[src/rtl/uart_pkg.sv]
// Shared register map, status bit positions and FSM encodings for the FIFO UART.
// No logic; no latency or flow-control of its own.
package uart_pkg;

  localparam int OVERSAMPLE = 16;

  localparam logic [7:0] REG_DIV_LO = 8'd0;
  localparam logic [7:0] REG_DIV_HI = 8'd1;
  localparam logic [7:0] REG_STATUS = 8'd2;
  localparam logic [7:0] REG_DATA   = 8'd3;

  localparam int ST_RX_NONEMPTY = 0;
  localparam int ST_TX_NONFULL  = 1;
  localparam int ST_TX_IDLE     = 2;
  localparam int ST_OVERRUN     = 3;
  localparam int ST_FRAME_ERR   = 4;
  localparam int ST_PARITY_ERR  = 5;
  localparam int CTL_PARITY_EN  = 6;
  localparam int CTL_PARITY_ODD = 7;

  typedef enum logic [2:0] {
    RX_IDLE, RX_START, RX_DATA, RX_PARITY, RX_STOP, RX_BREAK
  } rx_state_e;

  typedef enum logic [1:0] {
    TX_IDLE, TX_SHIFT, TX_STOP
  } tx_state_e;

endpackage

[src/rtl/uart_fifo_ctrl_sync_fifo.sv]
// Show-ahead synchronous FIFO; rdata reflects the head entry combinationally, pointer update next edge.
// Push is dropped when full unless a pop lands in the same cycle; pop on empty is ignored.
module sync_fifo #(
  parameter int WIDTH = 8,
  parameter int DEPTH = 8
) (
  input  logic             clk,
  input  logic             rst_n,
  input  logic             push,
  input  logic             pop,
  input  logic [WIDTH-1:0] wdata,
  output logic [WIDTH-1:0] rdata,
  output logic             full,
  output logic             empty
);

  localparam int AW = $clog2(DEPTH);

  logic [WIDTH-1:0] mem_q [DEPTH];
  logic [AW:0]      wptr_q, rptr_q;
  logic             do_push, do_pop;

  // Extra pointer MSB separates full (MSBs differ) from empty (pointers equal).
  assign empty   = (wptr_q == rptr_q);
  assign full    = (wptr_q[AW] != rptr_q[AW]) && (wptr_q[AW-1:0] == rptr_q[AW-1:0]);
  assign do_pop  = pop && !empty;
  assign do_push = push && (!full || do_pop);
  assign rdata   = mem_q[rptr_q[AW-1:0]];

  always_ff @(posedge clk) begin
    if (do_push) mem_q[wptr_q[AW-1:0]] <= wdata;
  end

  always_ff @(posedge clk or negedge rst_n) begin
    if (!rst_n) begin
      wptr_q <= '0;
      rptr_q <= '0;
    end else begin
      if (do_push) wptr_q <= wptr_q + {{AW{1'b0}}, 1'b1};
      if (do_pop)  rptr_q <= rptr_q + {{AW{1'b0}}, 1'b1};
    end
  end

endmodule

[src/rtl/uart_fifo_ctrl.sv]
// Memory-mapped UART with 16x oversampled RX/TX, parity, sticky errors and RX/TX FIFOs.
// Read data one cycle after r_en; full TX FIFO drops writes, full RX FIFO drops frames and flags overrun.
module uart_fifo_ctrl
  import uart_pkg::*;
#(
  parameter logic [7:0] BASE_ADDRESS = 8'h00,
  parameter int         FIFO_DEPTH   = 8,
  parameter int         DATA_BITS    = 8
) (
  input  logic       clk,
  input  logic       rst_n,
  input  logic [7:0] address,
  input  logic [7:0] din,
  input  logic       w_en,
  input  logic       r_en,
  output logic [7:0] dout,
  input  logic       rx,
  output logic       tx,
  output logic       irq
);

  localparam logic [3:0] TCNT_LAST = 4'(OVERSAMPLE - 1);
  localparam logic [3:0] TCNT_HALF = 4'(OVERSAMPLE / 2 - 1);

  logic [7:0] offset;
  logic       wr_div_lo, wr_div_hi, wr_stat, wr_data, rd_data;

  assign offset    = address - BASE_ADDRESS;
  assign wr_div_lo = w_en && (offset == REG_DIV_LO);
  assign wr_div_hi = w_en && (offset == REG_DIV_HI);
  assign wr_stat   = w_en && (offset == REG_STATUS);
  assign wr_data   = w_en && (offset == REG_DATA);
  assign rd_data   = r_en && (offset == REG_DATA);

  logic [15:0] div_q, div_d, pre_q, pre_d;
  logic        tick;
  logic        par_en_q, par_en_d, par_odd_q, par_odd_d;
  logic        ovr_q, ovr_d, frm_q, frm_d, perr_q, perr_d;
  logic        set_ovr, set_frm, set_perr;
  logic [7:0]  dout_q, dout_d, status, rx_byte;
  logic        irq_q;

  logic                 rx_push, rx_full, rx_empty, tx_pop, tx_full, tx_empty;
  logic [DATA_BITS-1:0] rx_rdata, tx_rdata;

  rx_state_e            rx_st_q, rx_st_d;
  logic [3:0]           rx_tcnt_q, rx_tcnt_d, rx_bits_q, rx_bits_d;
  logic [DATA_BITS-1:0] rx_sh_q, rx_sh_d;
  logic                 rx_s1_q, rx_s2_q, rx_mid;

  tx_state_e            tx_st_q, tx_st_d;
  logic [3:0]           tx_tcnt_q, tx_tcnt_d, tx_left_q, tx_left_d;
  logic [DATA_BITS:0]   tx_sh_q, tx_sh_d, tx_frame;
  logic                 tx_q, tx_d, tx_mid;

  // Prescaler wraps at the divisor; any divisor write restarts it.
  assign tick = (pre_q == div_q);

  always_comb begin
    div_d = div_q;
    if (wr_div_lo) div_d[7:0]  = din;
    if (wr_div_hi) div_d[15:8] = din;
    pre_d = (tick || wr_div_lo || wr_div_hi) ? 16'd0 : pre_q + 16'd1;
  end

  always_comb begin
    par_en_d  = wr_stat ? din[CTL_PARITY_EN]  : par_en_q;
    par_odd_d = wr_stat ? din[CTL_PARITY_ODD] : par_odd_q;
    ovr_d  = (ovr_q  & ~(wr_stat & din[ST_OVERRUN]))   | set_ovr;
    frm_d  = (frm_q  & ~(wr_stat & din[ST_FRAME_ERR]))  | set_frm;
    perr_d = (perr_q & ~(wr_stat & din[ST_PARITY_ERR])) | set_perr;
  end

  always_comb begin
    status                 = '0;
    status[ST_RX_NONEMPTY] = !rx_empty;
    status[ST_TX_NONFULL]  = !tx_full;
    status[ST_TX_IDLE]     = tx_empty && (tx_st_q == TX_IDLE);
    status[ST_OVERRUN]     = ovr_q;
    status[ST_FRAME_ERR]   = frm_q;
    status[ST_PARITY_ERR]  = perr_q;
    status[CTL_PARITY_EN]  = par_en_q;
    status[CTL_PARITY_ODD] = par_odd_q;
    rx_byte                = '0;
    rx_byte[DATA_BITS-1:0] = rx_rdata;
  end

  always_comb begin
    dout_d = dout_q;
    if (r_en) begin
      case (offset)
        REG_DIV_LO: dout_d = div_q[7:0];
        REG_DIV_HI: dout_d = div_q[15:8];
        REG_STATUS: dout_d = status;
        REG_DATA:   dout_d = rx_empty ? 8'h00 : rx_byte;
        default:    dout_d = 8'h00;
      endcase
    end
  end

  always_ff @(posedge clk or negedge rst_n) begin
    if (!rst_n) begin
      div_q     <= '0;
      pre_q     <= '0;
      par_en_q  <= 1'b0;
      par_odd_q <= 1'b0;
      ovr_q     <= 1'b0;
      frm_q     <= 1'b0;
      perr_q    <= 1'b0;
      dout_q    <= '0;
      irq_q     <= 1'b0;
      rx_s1_q   <= 1'b1;
      rx_s2_q   <= 1'b1;
    end else begin
      div_q     <= div_d;
      pre_q     <= pre_d;
      par_en_q  <= par_en_d;
      par_odd_q <= par_odd_d;
      ovr_q     <= ovr_d;
      frm_q     <= frm_d;
      perr_q    <= perr_d;
      dout_q    <= dout_d;
      irq_q     <= !rx_empty | ovr_q | frm_q | perr_q;
      rx_s1_q   <= rx;
      rx_s2_q   <= rx_s1_q;
    end
  end

  sync_fifo #(.WIDTH(DATA_BITS), .DEPTH(FIFO_DEPTH)) u_rx_fifo (
    .clk(clk), .rst_n(rst_n), .push(rx_push), .pop(rd_data), .wdata(rx_sh_q),
    .rdata(rx_rdata), .full(rx_full), .empty(rx_empty)
  );

  sync_fifo #(.WIDTH(DATA_BITS), .DEPTH(FIFO_DEPTH)) u_tx_fifo (
    .clk(clk), .rst_n(rst_n), .push(wr_data), .pop(tx_pop), .wdata(din[DATA_BITS-1:0]),
    .rdata(tx_rdata), .full(tx_full), .empty(tx_empty)
  );

  // ---------------- RX ----------------
  assign rx_mid = tick && (rx_tcnt_q == TCNT_LAST);

  always_ff @(posedge clk or negedge rst_n) begin
    if (!rst_n) begin
      rx_st_q   <= RX_IDLE;
      rx_tcnt_q <= '0;
      rx_bits_q <= '0;
      rx_sh_q   <= '0;
    end else begin
      rx_st_q   <= rx_st_d;
      rx_tcnt_q <= rx_tcnt_d;
      rx_bits_q <= rx_bits_d;
      rx_sh_q   <= rx_sh_d;
    end
  end

  always_comb begin
    rx_st_d   = rx_st_q;
    rx_tcnt_d = tick ? rx_tcnt_q + 4'd1 : rx_tcnt_q;
    rx_bits_d = rx_bits_q;
    rx_sh_d   = rx_sh_q;
    unique case (rx_st_q)
      RX_IDLE: begin
        rx_tcnt_d = '0;
        if (tick && !rx_s2_q) rx_st_d = RX_START;
      end
      RX_START: begin
        if (tick && rx_tcnt_q == TCNT_HALF) begin
          rx_tcnt_d = '0;
          rx_bits_d = '0;
          rx_st_d   = rx_s2_q ? RX_IDLE : RX_DATA;
        end
      end
      RX_DATA: begin
        if (rx_mid) begin
          rx_sh_d   = {rx_s2_q, rx_sh_q[DATA_BITS-1:1]};
          rx_bits_d = rx_bits_q + 4'd1;
          if (rx_bits_q == 4'(DATA_BITS - 1)) rx_st_d = par_en_q ? RX_PARITY : RX_STOP;
        end
      end
      RX_PARITY: if (rx_mid) rx_st_d = RX_STOP;
      RX_STOP:   if (rx_mid) rx_st_d = rx_s2_q ? RX_IDLE : RX_BREAK;
      RX_BREAK: begin
        rx_tcnt_d = '0;
        if (tick && rx_s2_q) rx_st_d = RX_IDLE;
      end
      default: rx_st_d = RX_IDLE;
    endcase
  end

  // A bus pop in the same cycle frees a slot in a full RX FIFO.
  always_comb begin
    rx_push  = (rx_st_q == RX_STOP) && rx_mid && rx_s2_q && (!rx_full || rd_data);
    set_ovr  = (rx_st_q == RX_STOP) && rx_mid && rx_s2_q && rx_full && !rd_data;
    set_frm  = (rx_st_q == RX_STOP) && rx_mid && !rx_s2_q;
    set_perr = (rx_st_q == RX_PARITY) && rx_mid && (rx_s2_q != ((^rx_sh_q) ^ par_odd_q));
  end

  // ---------------- TX ----------------
  assign tx_mid   = tick && (tx_tcnt_q == TCNT_LAST);
  assign tx_frame = {(^tx_rdata) ^ par_odd_q, tx_rdata};

  always_ff @(posedge clk or negedge rst_n) begin
    if (!rst_n) begin
      tx_st_q   <= TX_IDLE;
      tx_tcnt_q <= '0;
      tx_left_q <= '0;
      tx_sh_q   <= '0;
      tx_q      <= 1'b1;
    end else begin
      tx_st_q   <= tx_st_d;
      tx_tcnt_q <= tx_tcnt_d;
      tx_left_q <= tx_left_d;
      tx_sh_q   <= tx_sh_d;
      tx_q      <= tx_d;
    end
  end

  // Parity settings are captured into the shift count and frame at pop time.
  always_comb begin
    tx_st_d   = tx_st_q;
    tx_tcnt_d = tick ? tx_tcnt_q + 4'd1 : tx_tcnt_q;
    tx_left_d = tx_left_q;
    tx_sh_d   = tx_sh_q;
    tx_d      = tx_q;
    unique case (tx_st_q)
      TX_IDLE: begin
        tx_tcnt_d = '0;
        if (tick && !tx_empty) begin
          tx_st_d   = TX_SHIFT;
          tx_d      = 1'b0;
          tx_sh_d   = tx_frame;
          tx_left_d = par_en_q ? 4'(DATA_BITS + 1) : 4'(DATA_BITS);
        end
      end
      TX_SHIFT: begin
        if (tx_mid) begin
          if (tx_left_q != 4'd0) begin
            tx_d      = tx_sh_q[0];
            tx_sh_d   = tx_sh_q >> 1;
            tx_left_d = tx_left_q - 4'd1;
          end else begin
            tx_d    = 1'b1;
            tx_st_d = TX_STOP;
          end
        end
      end
      TX_STOP: if (tx_mid) tx_st_d = TX_IDLE;
      default: tx_st_d = TX_IDLE;
    endcase
  end

  always_comb begin
    tx_pop = (tx_st_q == TX_IDLE) && tick && !tx_empty;
  end

  assign tx   = tx_q;
  assign dout = dout_q;
  assign irq  = irq_q;

endmodule

[config.mk]
export PLATFORM = sky130hd
export DESIGN_NAME = uart_fifo_ctrl
export DESIGN_NICKNAME = d
export VERILOG_FILES = /design/src/rtl/uart_pkg.sv /design/src/rtl/uart_fifo_ctrl_sync_fifo.sv /design/src/rtl/uart_fifo_ctrl.sv
export SDC_FILE = /design/constraint.sdc
export NUM_CORES = 1
export LEC_CHECK = 0
export ABC_AREA = 1
export CORE_AREA = 3 3 143 145
export DETAILED_ROUTE_END_ITERATION = 8
export DIE_AREA = 0 0 146 148
export PLACE_DENSITY = 0.85
export SYNTH_ARGS = -nofsm -noshare
export SYNTH_HDL_FRONTEND = slang
export SYNTH_SLANG_ARGS = --single-unit
export TNS_END_PERCENT = 100
[constraint.sdc]
create_clock -name clk -period 2.35 [get_ports clk]
set_clock_uncertainty 0.1 [all_clocks]
set_input_delay 0.3525 -clock clk [delete_from_list [all_inputs] [get_ports clk]]
set_output_delay 0.3525 -clock clk [all_outputs]
set_load 0.02 [all_outputs]
* Word-level counts from Yosys, hierarchy flattened *
Memories as Yosys holds them, arrays and structs flattened.
Cells that the tools add are included.
W data, S select, Z words.

storage, ports and cells
  register bits = 103
  memory bits (writable) = 128
  input port bits = 21
  output and inout port bits = 10
  logic and storage cells = 186
  memories kept = 2

memories
  name             words  bits a word  read ports  clocked after memory_dff  wr ports  RTL line                        text
  u_rx_fifo.mem_q  8      8            1           0                         1         uart_fifo_ctrl_sync_fifo.sv:19  logic [WIDTH-1:0] mem_q [DEPTH];
  u_tx_fifo.mem_q  8      8            1           0                         1         uart_fifo_ctrl_sync_fifo.sv:19

operators by class
  $add $sub $neg = 9
  equal/unequal tests = 34
  multiplexer cells = 44
  bitwise gates (word level) = 17
  reduce and logical (&&, ||, !) cells = 55

operators with widths
  cell                     count
  $mux W4                  9
  $pmux W8 S4              1
  $add A4 B1 Y4 const B    7
  $logic_and A1 B1 Y1      28
  $mux W3                  9
  $mux W9                  3
  $ne A2 B2 Y1 const B     12
  $pmux W4 S2              3
  $pmux W3 S6              1
  $pmux W9 S2              1
  $add A16 B1 Y16 const B  1
  $eq A16 B16 Y1           1
  $eq A8 B2 Y1 const B     2
  $mux W16                 1
  $reduce_xor A8 Y1        2
  $mux W2                  5
  $eq A4 B3 Y1 const B     2
  $eq A4 B4 Y1             2
  $eq A4 B4 Y1 const B     2
  $eq A8 B1 Y1 const B     1
  $logic_not A8 Y1         1
  $mux W1                  8
  $mux W8                  1
  $reduce_and A4 Y1        2
  other kinds (24)         54

* Logic depth before layout (Yosys ltp) *
Gate-level depths: netlist of run 1.

  word-level depth = 8
  mapped depth = 18
  gate-level depth less buffers = 16

* Cells and area by module *
Synthesis of run 1 repeated with hierarchy kept, for this count alone.

second synthesis, totals
  cells, all modules = 1148
  area, all modules = 10870.4 µm²

modules (own cells, without submodules)
  module          times used  cells an instance  area an instance (µm²)  sequential area each (µm²)
  sync_fifo       2           261                3027.9                  2122.0
  uart_fifo_ctrl  1           626                4814.6                  2180.8

* Worst setup path after synthesis of run 1 *
Ideal clock, no wire load.

  kind = register -> register
  start = register u_rx_fifo.rptr_q[0]
  end = memory u_rx_fifo.mem_q[0][0] (enable)
  setup time = 370 ps
  data arrival time = 1906 ps
  data required time = 1880 ps
  setup slack = -26 ps
  cell stages (with the launch flop) = 13
  path buffers = 1
  clock period less this slack = 2376 ps
  cell sequence = dfrtp_1 -> clkbuf_2 -> xor2_1 -> a21oi_1 -> nand2_1 -> nor2_1 -> nor2_4 -> nand2_2 -> nand2_1 -> inv_1 -> nor2_1 -> nand2_1 -> nor2_1

between the ends
  word-level cells in the longest chain between the ends = 8
  elaborated cells on any way between the ends = 12
  those cells by class = 2 x eq/ne; 2 x mux; 8 x reduce/logical

ends and longest elaborated chain
  element                          RTL line                                               text
  from (decl)                      uart_fifo_ctrl_sync_fifo.sv:20                         logic [AW:0] wptr_q, rptr_q;
  from (signal assigned)           uart_fifo_ctrl_sync_fifo.sv:40                         if (do_pop) rptr_q <= rptr_q + {{AW{1'b0}}, 1'b1};
  $eq A3 B3 Y1                     uart_fifo_ctrl_sync_fifo.sv:25                         assign full = (wptr_q[AW] != rptr_q[AW]) && (wptr_q[AW-1:0] == rptr_q[AW-1:0]);
  $logic_and A1 B1 Y1              uart_fifo_ctrl_sync_fifo.sv:25
  $logic_not A1 Y1                 uart_fifo_ctrl_sync_fifo.sv:27, uart_fifo_ctrl.sv:192
  $logic_or A1 B1 Y1               uart_fifo_ctrl.sv:192                                  rx_push = (rx_st_q == RX_STOP) && rx_mid && rx_s2_q && (!rx_full || rd_data);
  $logic_and A1 B1 Y1              uart_fifo_ctrl.sv:192
  $logic_and A1 B1 Y1 *            uart_fifo_ctrl_sync_fifo.sv:27                         assign do_push = push && (!full || do_pop);
  $mux W1 *                        uart_fifo_ctrl_sync_fifo.sv:31                         if (do_push) mem_q[wptr_q[AW-1:0]] <= wdata;
  $mux W1 (implied by the code) *  uart_fifo_ctrl_sync_fifo.sv:31
  to (decl)                        uart_fifo_ctrl_sync_fifo.sv:19

Every way passes the cells marked *; elsewhere a longest branch is shown, timed or not.

* Worst setup path after layout of run 1 *
  start = register div_q[1]
  end = memory u_tx_fifo.mem_q[0][4] (enable)

between the ends
  word-level cells in the longest chain between the ends = 8

ends and longest elaborated chain
  element                           RTL line                        text
  from (decl)                       uart_fifo_ctrl.sv:35            logic [15:0] div_q, div_d, pre_q, pre_d;
  from (signal assigned)            uart_fifo_ctrl.sv:115           div_q <= div_d;
  $eq A16 B16 Y1                    uart_fifo_ctrl.sv:57            assign tick = (pre_q == div_q);
  $logic_and A1 B1 Y1 (2 in a row)  uart_fifo_ctrl.sv:253           tx_pop = (tx_st_q == TX_IDLE) && tick && !tx_empty;
  $logic_and A1 B1 Y1               uart_fifo_ctrl_sync_fifo.sv:26  assign do_pop = pop && !empty;
  $logic_or A1 B1 Y1                uart_fifo_ctrl_sync_fifo.sv:27
  $logic_and A1 B1 Y1               uart_fifo_ctrl_sync_fifo.sv:27
  $mux W1                           uart_fifo_ctrl_sync_fifo.sv:31
  $mux W1 (implied by the code)     uart_fifo_ctrl_sync_fifo.sv:31
  to (decl)                         uart_fifo_ctrl_sync_fifo.sv:19

Every way passes these cells.

==> results of run 1 <==
through the flow:
stage	power (mW)	utilization	worst slack (ns)	TNS, ns	instance area (um2)
after floorplan	4.996	-	-0.02607	-2.040	10790
after global placement	5.386	0.6228	-0.3342	-30.80	12040
after detailed placement	5.416	0.6228	-0.4094	-36.04	12040
after CTS	8.975	0.6683	-0.005188	-0.02713	12920
after global routing	9.289	0.6754	-0.1417	-12.79	13060
final	8.971	0.6754	-0.06049	-2.648	13060
placed cells by master, fill, tap and decap left out, types with 4 or more instances in the layout:
master and n:
nand2_1 325, inv_1 132, edfxtp_1 128, dfrtp_1 100, o21ai_0 94, nor2_1 91, buf_4 85, nand3_1 60
clkdlybuf4s50_1 29, a21oi_1 25, clkbuf_16 25, xor2_1 24, o221ai_1 15, xnor2_1 14, nor3_1 14, nor2_2 13
buf_6 13, nor2_4 11, nand4_1 10, o21ai_1 9, ha_1 9, inv_2 8, o22ai_1 7, nand2_2 7
a31oi_1 5, nand2_4 5, clkbuf_1 5, clkinv_1 4, buf_12 4
worst register-to-register path, stage by stage (launching register included):
cell	delay, ns
dfrtp_1	0.40
xnor2_1	0.16
nand3_1	0.10
nor2_2	0.15
nand2_2	0.10
nor2_4	0.20
buf_6	0.14
nand3_4	0.07
nand2_4	0.08
nand2_4	0.05
or2_4	0.30
nor2_4	0.13
buf_6	0.16
final timing paths:
| check | end | slack (ns) | cells past startpoint |
|---|---|---|---|
| min in group asynchronous | irq | 0.24 | 2 |
| min reg2reg | rx_s2_q | 0.26 | 0 |
| max in group asynchronous | dout[5] | 1.16 | 3 |
| max | u_tx_fifo.mem_q[0][4] | -0.06 | 12 |
| min | rx_s1_q | 0.18 | 1 |
| max reg2reg | u_tx_fifo.mem_q[0][4] | -0.06 | 12 |
sequential cells by signal, indices dropped and copies added (netlist names), 8 cells and up:
name             cells
rx_sh_q              8
u_tx_fifo.mem_q     64
dout                 8
div_q               16
u_rx_fifo.mem_q     64
tx_sh_q              9
pre_q               16
repair_timing:
action	CTS	global route
hold buffers	1	0
setup endpoints to repair	121	158
pin swaps	8	6
buffers inserted	3	1
hold endpoints to repair	30	0
gates resized for setup	30	37
layer usage:
| metal | up-vias | routed length (um) |
|---|---|---|
| met5 | - | 0 |
| met4 | 0 | 1395 |
| met3 | 103 | 1852 |
| met2 | 421 | 13860 |
| met1 | 4131 | 10650 |
| li1 | 4106 | - |
area by class of cell:
class                           instances  share of cell area
Sequential cell                       231              0.4920
Multi-Input combinational cell        765              0.2957
Timing Repair Buffer                  132             0.08920
Clock buffer                           31             0.05040
Inverter                              142             0.04101
Tap cell                              265             0.02539
Clock inverter                         13            0.006324
power by group:
group	total [mW]	internal, mW	switching (mW)
Sequential	4.50	4.39	0.112
Combinational	0.896	0.384	0.511
Clock	3.57	2.00	1.58
Total	8.97	6.77	2.20
logic make-up (layout without fill, tap and decap cells):
family                     after synthesis  count (layout)  synth area share
and+or+nand+nor                        555             555            0.2137
xor gates and xnor gates                39              39           0.03166
DFF                                    231             231            0.5955
adders and majority gates                9               9           0.01044
buffers and inverters                  176             318           0.06425
AOI/OAI and AO/OA                      162             162           0.08443
==> qor.yml, run 1 <==
cells_and_area:
  fin_cells: 1579
  drive_above_1_share: 0.1530
  nNetsFinal: 1326
  register_area_um2: 6425
  area_growth_pct: 21.04
  diodes: 0
  fillCellCount: 1348
  multi_input_area_um2: 3861
placed_design:
  dp.cells: 1530
  hpwl_um: 18650
  gp_congestion: 0.9485
  port_buffers: 30
detailed_routing:
  drc_errors: 0
  via_per_inst: 5.548
  dr_total_vias: 8761
  wl_per_cell_um: 17.58
  routed_wirelength_um: 27750
  dr.first_iter.drc_count: 998
  ant_nets: 0
  first_pass_iters: 7
global_routing:
  grtUsageMet1: 0.3224
  grt_pass1_vias: 8451
  grt_max_degree: 43
  busiest_layer: "met2"
  met3_usage: 0.03464
  antenna_found_initial: 0
  grt_pass1_wl_um: 43680
  met2_usage: 0.4350
  grt_use_total: 0.2514
  overflow: 0
logic_synthesis:
  synth.avg_cell_area_um2: 9.206
  synth-seq-cells: 231
  async_flop_share: 0.4459
  postSynthCellCount: 1172
  yosysTopAreaCellShare: 0.3563
  yosys-top-cells-area: "edfxtp_1 (36%), dfrtp_1 (23%), nand2_1 (12%), inv_1 (4.7%), o21ai_0 (4.5%)"
  yosysWarnings: 0
  syn_nets: 1202
  synth_area_um2: 10790
  synth_most_common_cell: "nand2_1"
  yosysSeqAreaShare: 0.5955
  synth_commonest_cells: "nand2_1 (333), inv_1 (135), edfxtp_1 (128)"
  synth_top_cell_by_area: "edfxtp_1"
  synth_ff_type: "edfxtp_1"
  synth_edf_count: 128
  ys_types: 43
die:
  dieWidth_um: 146
  die_area_um2: 21610
  num_rows: 51
  dieHeight_um: 148
  initial_core_util: 0.5580
  io-pin-count: 31
  core-area_um2: 19330
clocking:
  clock_latency_ns: 0.52
  cts_made_buffers: 24
  clockBufferDepth: 3
  tritoncts: "yes"
  htree_levels: 1
  clock-root-buffer: "clkbuf_16"
  cts_sinks: 231
  clk_pin_slew_ns: 0.06
setup_path:
  crit_start: "div_q[1]"
  end_kind: "flip-flop"
  r2r_start: "div_q[1]"
  cp.arrival_ns: 2.54
  cp.required_ns: 2.48
  critPathSlowestCell: "dfrtp_1"
  critical_path_class: "flip-flop to flip-flop"
  path_max_fanout: 8
  critical_path_buf_inv_count: 2
  cp_cell_sequence: "xnor2_1 > nand3_1 > nor2_2 > nand2_2 > nor2_4 > buf_6 > nand3_4 > nand2_4 > nand2_4 > or2_4 > nor2_4 > buf_6"
  path_delay_family: "simple AND/OR/NAND/NOR gates"
  critPathLaunchType: "flip-flop"
  max_stage_delay_ns: 0.40
timing:
  final_hold_viol_count: 0
  worst_pin_slew_ns: 0.6111
  hold_slack_ns: 0.1753
  setup_viol: 100
  fin_crit_sh: 1.026
  slew_violations: 0
  maxClockFrequency_mhz: 414.9
  slew_headroom: 0.5913
  fin_crit_ns: 2.410
  grt_setup_unrepaired: "true"
  fin_ws_ns: -0.06049
status:
  violations: "setup timing"
  outcome: "complete, but fails checks"
power:
  p_leak_nw: 5.924
  powerDensity_nw_per_um2: 687.0
  peakVddDrop_uv: 730.8
worst_hold_path:
  min_from: "rx"
  hp-class: "input pin to flip-flop"
run:
  cap_viol_max_count: 0
Power figures use the tool's default switching activity.
==> inputs of run 2 (changes only) <==
- CORE_AREA: 3 3 143 145 -> 3 3 194 196
- DIE_AREA: 0 0 146 148 -> 0 0 197 199
- PLACE_DENSITY: 0.85 -> 0.55
==> qor.yml, run 2 (synthesized netlist as in run 1, its figures left out) <==
cells_and_area:
  diodes: 0
  area_growth_pct: 25.36
  final_cell_mix: "nand2_1 (325), inv_1 (133), edfxtp_1 (128)"
  fin_util: 0.3730
  final_common_cell: "nand2_1"
  drive_above_1_share: 0.1633
  fin_cells: 1803
  nNetsFinal: 1348
timing:
  slew_violations: 0
  fin_ws_ns: -0.07148
  hold_slack_ns: 0.1564
  slew_headroom: 0.5364
  fin_crit_ns: 2.421
  setup_tns_ns: -3.126
  maxClockFrequency_mhz: 413.0
  grt_setup_unrepaired: "true"
  setup_viol: 89
  worst_pin_slew_ns: 0.6932
  fin_crit_sh: 1.030
  final_hold_viol_count: 0
global_routing:
  grt_use_total: 0.1409
  grt_max_degree: 56
  grt_pass1_vias: 8050
  antenna_found_initial: 0
  overflow: 0
  grt_pass1_wl_um: 43960
power:
  clkPwrFrac: 0.418
  p_comb_frac: 0.098
  powerDensity_nw_per_um2: 686.2
  peakVddDrop_uv: 564.0
  p_seq_frac: 0.485
  internal_power_mw: 7.068
  swShare: 0.2385
  switchingPower_mw: 2.213
  p_leak_nw: 6.068
placed_design:
  port_buffers: 30
  dp.cells: 1754
  gp_congestion: 0.8661
  hpwl_um: 19780
die:
  num_rows: 70
  core-area_um2: 36260
  die_area_um2: 39200
  io-pin-count: 31
  dieHeight_um: 199
  initial_core_util: 0.2976
  dieWidth_um: 197
status:
  outcome: "complete, but fails checks"
  violations: "setup timing"
setup_path:
  critical_path_class: "flip-flop to flip-flop"
  cp.required_ns: 2.48
  crit_path_frequent_cell: "nand2_4"
  path_max_fanout: 8
  end_kind: "flip-flop"
  critical_path_buf_inv_count: 2
  path_delay_family: "simple AND/OR/NAND/NOR gates"
  cp.arrival_ns: 2.55
  max_stage_delay_ns: 0.40
  cp_cell_sequence: "xnor2_1 > nand3_1 > nor2_2 > nand2_2 > nor2_4 > buf_6 > nand3_4 > nand2_4 > nand2_4 > or2_4 > nor2_1 > buf_4"
  critPathLaunchType: "flip-flop"
  critPathSlowestCell: "dfrtp_1"
run:
  cap_viol_max_count: 0
clocking:
  clock-root-buffer: "clkbuf_16"
  clockBufferDepth: 3
  clock_latency_ns: 0.53
  tritoncts: "yes"
  cts_sinks: 231
  clk_pin_slew_ns: 0.06
  htree_levels: 1
  cts_made_buffers: 25
detailed_routing:
  via_per_inst: 4.588
  first_pass_iters: 5
  dr_total_vias: 8273
  routed_wirelength_um: 27570
  dr.first_iter.drc_count: 699
  ant_nets: 0
  drc_errors: 0
  wl_per_cell_um: 15.29
worst_hold_path:
  hp-class: "input pin to flip-flop"
[run 2: changes by cell type in the layout (fill, tap and decap cells not counted), moves of 3 or more]
cell / change
buf_4: +19
buf_6: +3
bufinv_16: +3
clkinv_2: +3
[run 2: stage by stage]
stage	total power, mW	worst slack, ns	area (um2)
after floorplan	4.996	-0.02607	10790
after global placement	5.453	-0.3056	12430
after detailed placement	5.461	-0.3140	12430
after CTS	9.373	-0.04156	13290
after global routing	9.680	-0.2080	13530
final	9.281	-0.07148	13530
[run 2: what timing repair did]
| item | 4_1_cts | 5_1_grt |
|---|---|---|
| cloned | 0 | 0 |
| setup buffers | 1 | 4 |
| pin swaps | 3 | 12 |
| hold buffers | 1 | 0 |
| endpoints found under the hold margin | 24 | 0 |
| gates resized for setup | 17 | 54 |
| setup endpoints to repair | 128 | 157 |
[run 2: final timing paths]
check | start | endpoint | slack (ns) | depth (start not counted)
worst min-delay path | rx | rx_s1_q | 0.16 | 1
max in group asynchronous | rst_n | tx | 1.25 | 3
worst max-delay path | pre_q[1] | u_tx_fifo.mem_q[6][4] | -0.07 | 12
worst max register to register | pre_q[1] | u_tx_fifo.mem_q[6][4] | -0.07 | 12
worst min register to register | rx_s1_q | rx_s2_q | 0.27 | 0
min in group asynchronous | rst_n | rx_sh_q[2] | 0.19 | 2
[run 2: area by class of cell]
cell class,instances,area [um2]
Fill cell,3664,22730
Sequential cell,231,6425
Multi-Input combinational cell,765,3862
Timing Repair Buffer,153,1316
Clock buffer,28,636.9
Tap cell,468,585.6
Inverter,142,538.0
Clock inverter,16,161.4
[run 2: power groups by stage]
stage          registers [mW]  logic [mW]  clock network, mW
2_1_floorplan            4.58       0.417                  0
3_3_place_gp             4.58       0.874                  0
3_5_place_dp             4.58       0.882                  0
4_1_cts                  4.50       0.888               3.99
5_1_grt                  4.51        1.03               4.15
6_report                 4.50       0.905               3.88
[run 2: metal layers]
metal  track usage  vias up  part of all wire
li1              -     4146                 -
met1        0.2015     3895              0.47
met2        0.2314      192              0.46
met3       0.01999       40             0.050
met4       0.02614        0             0.019
met5             0        -                 0
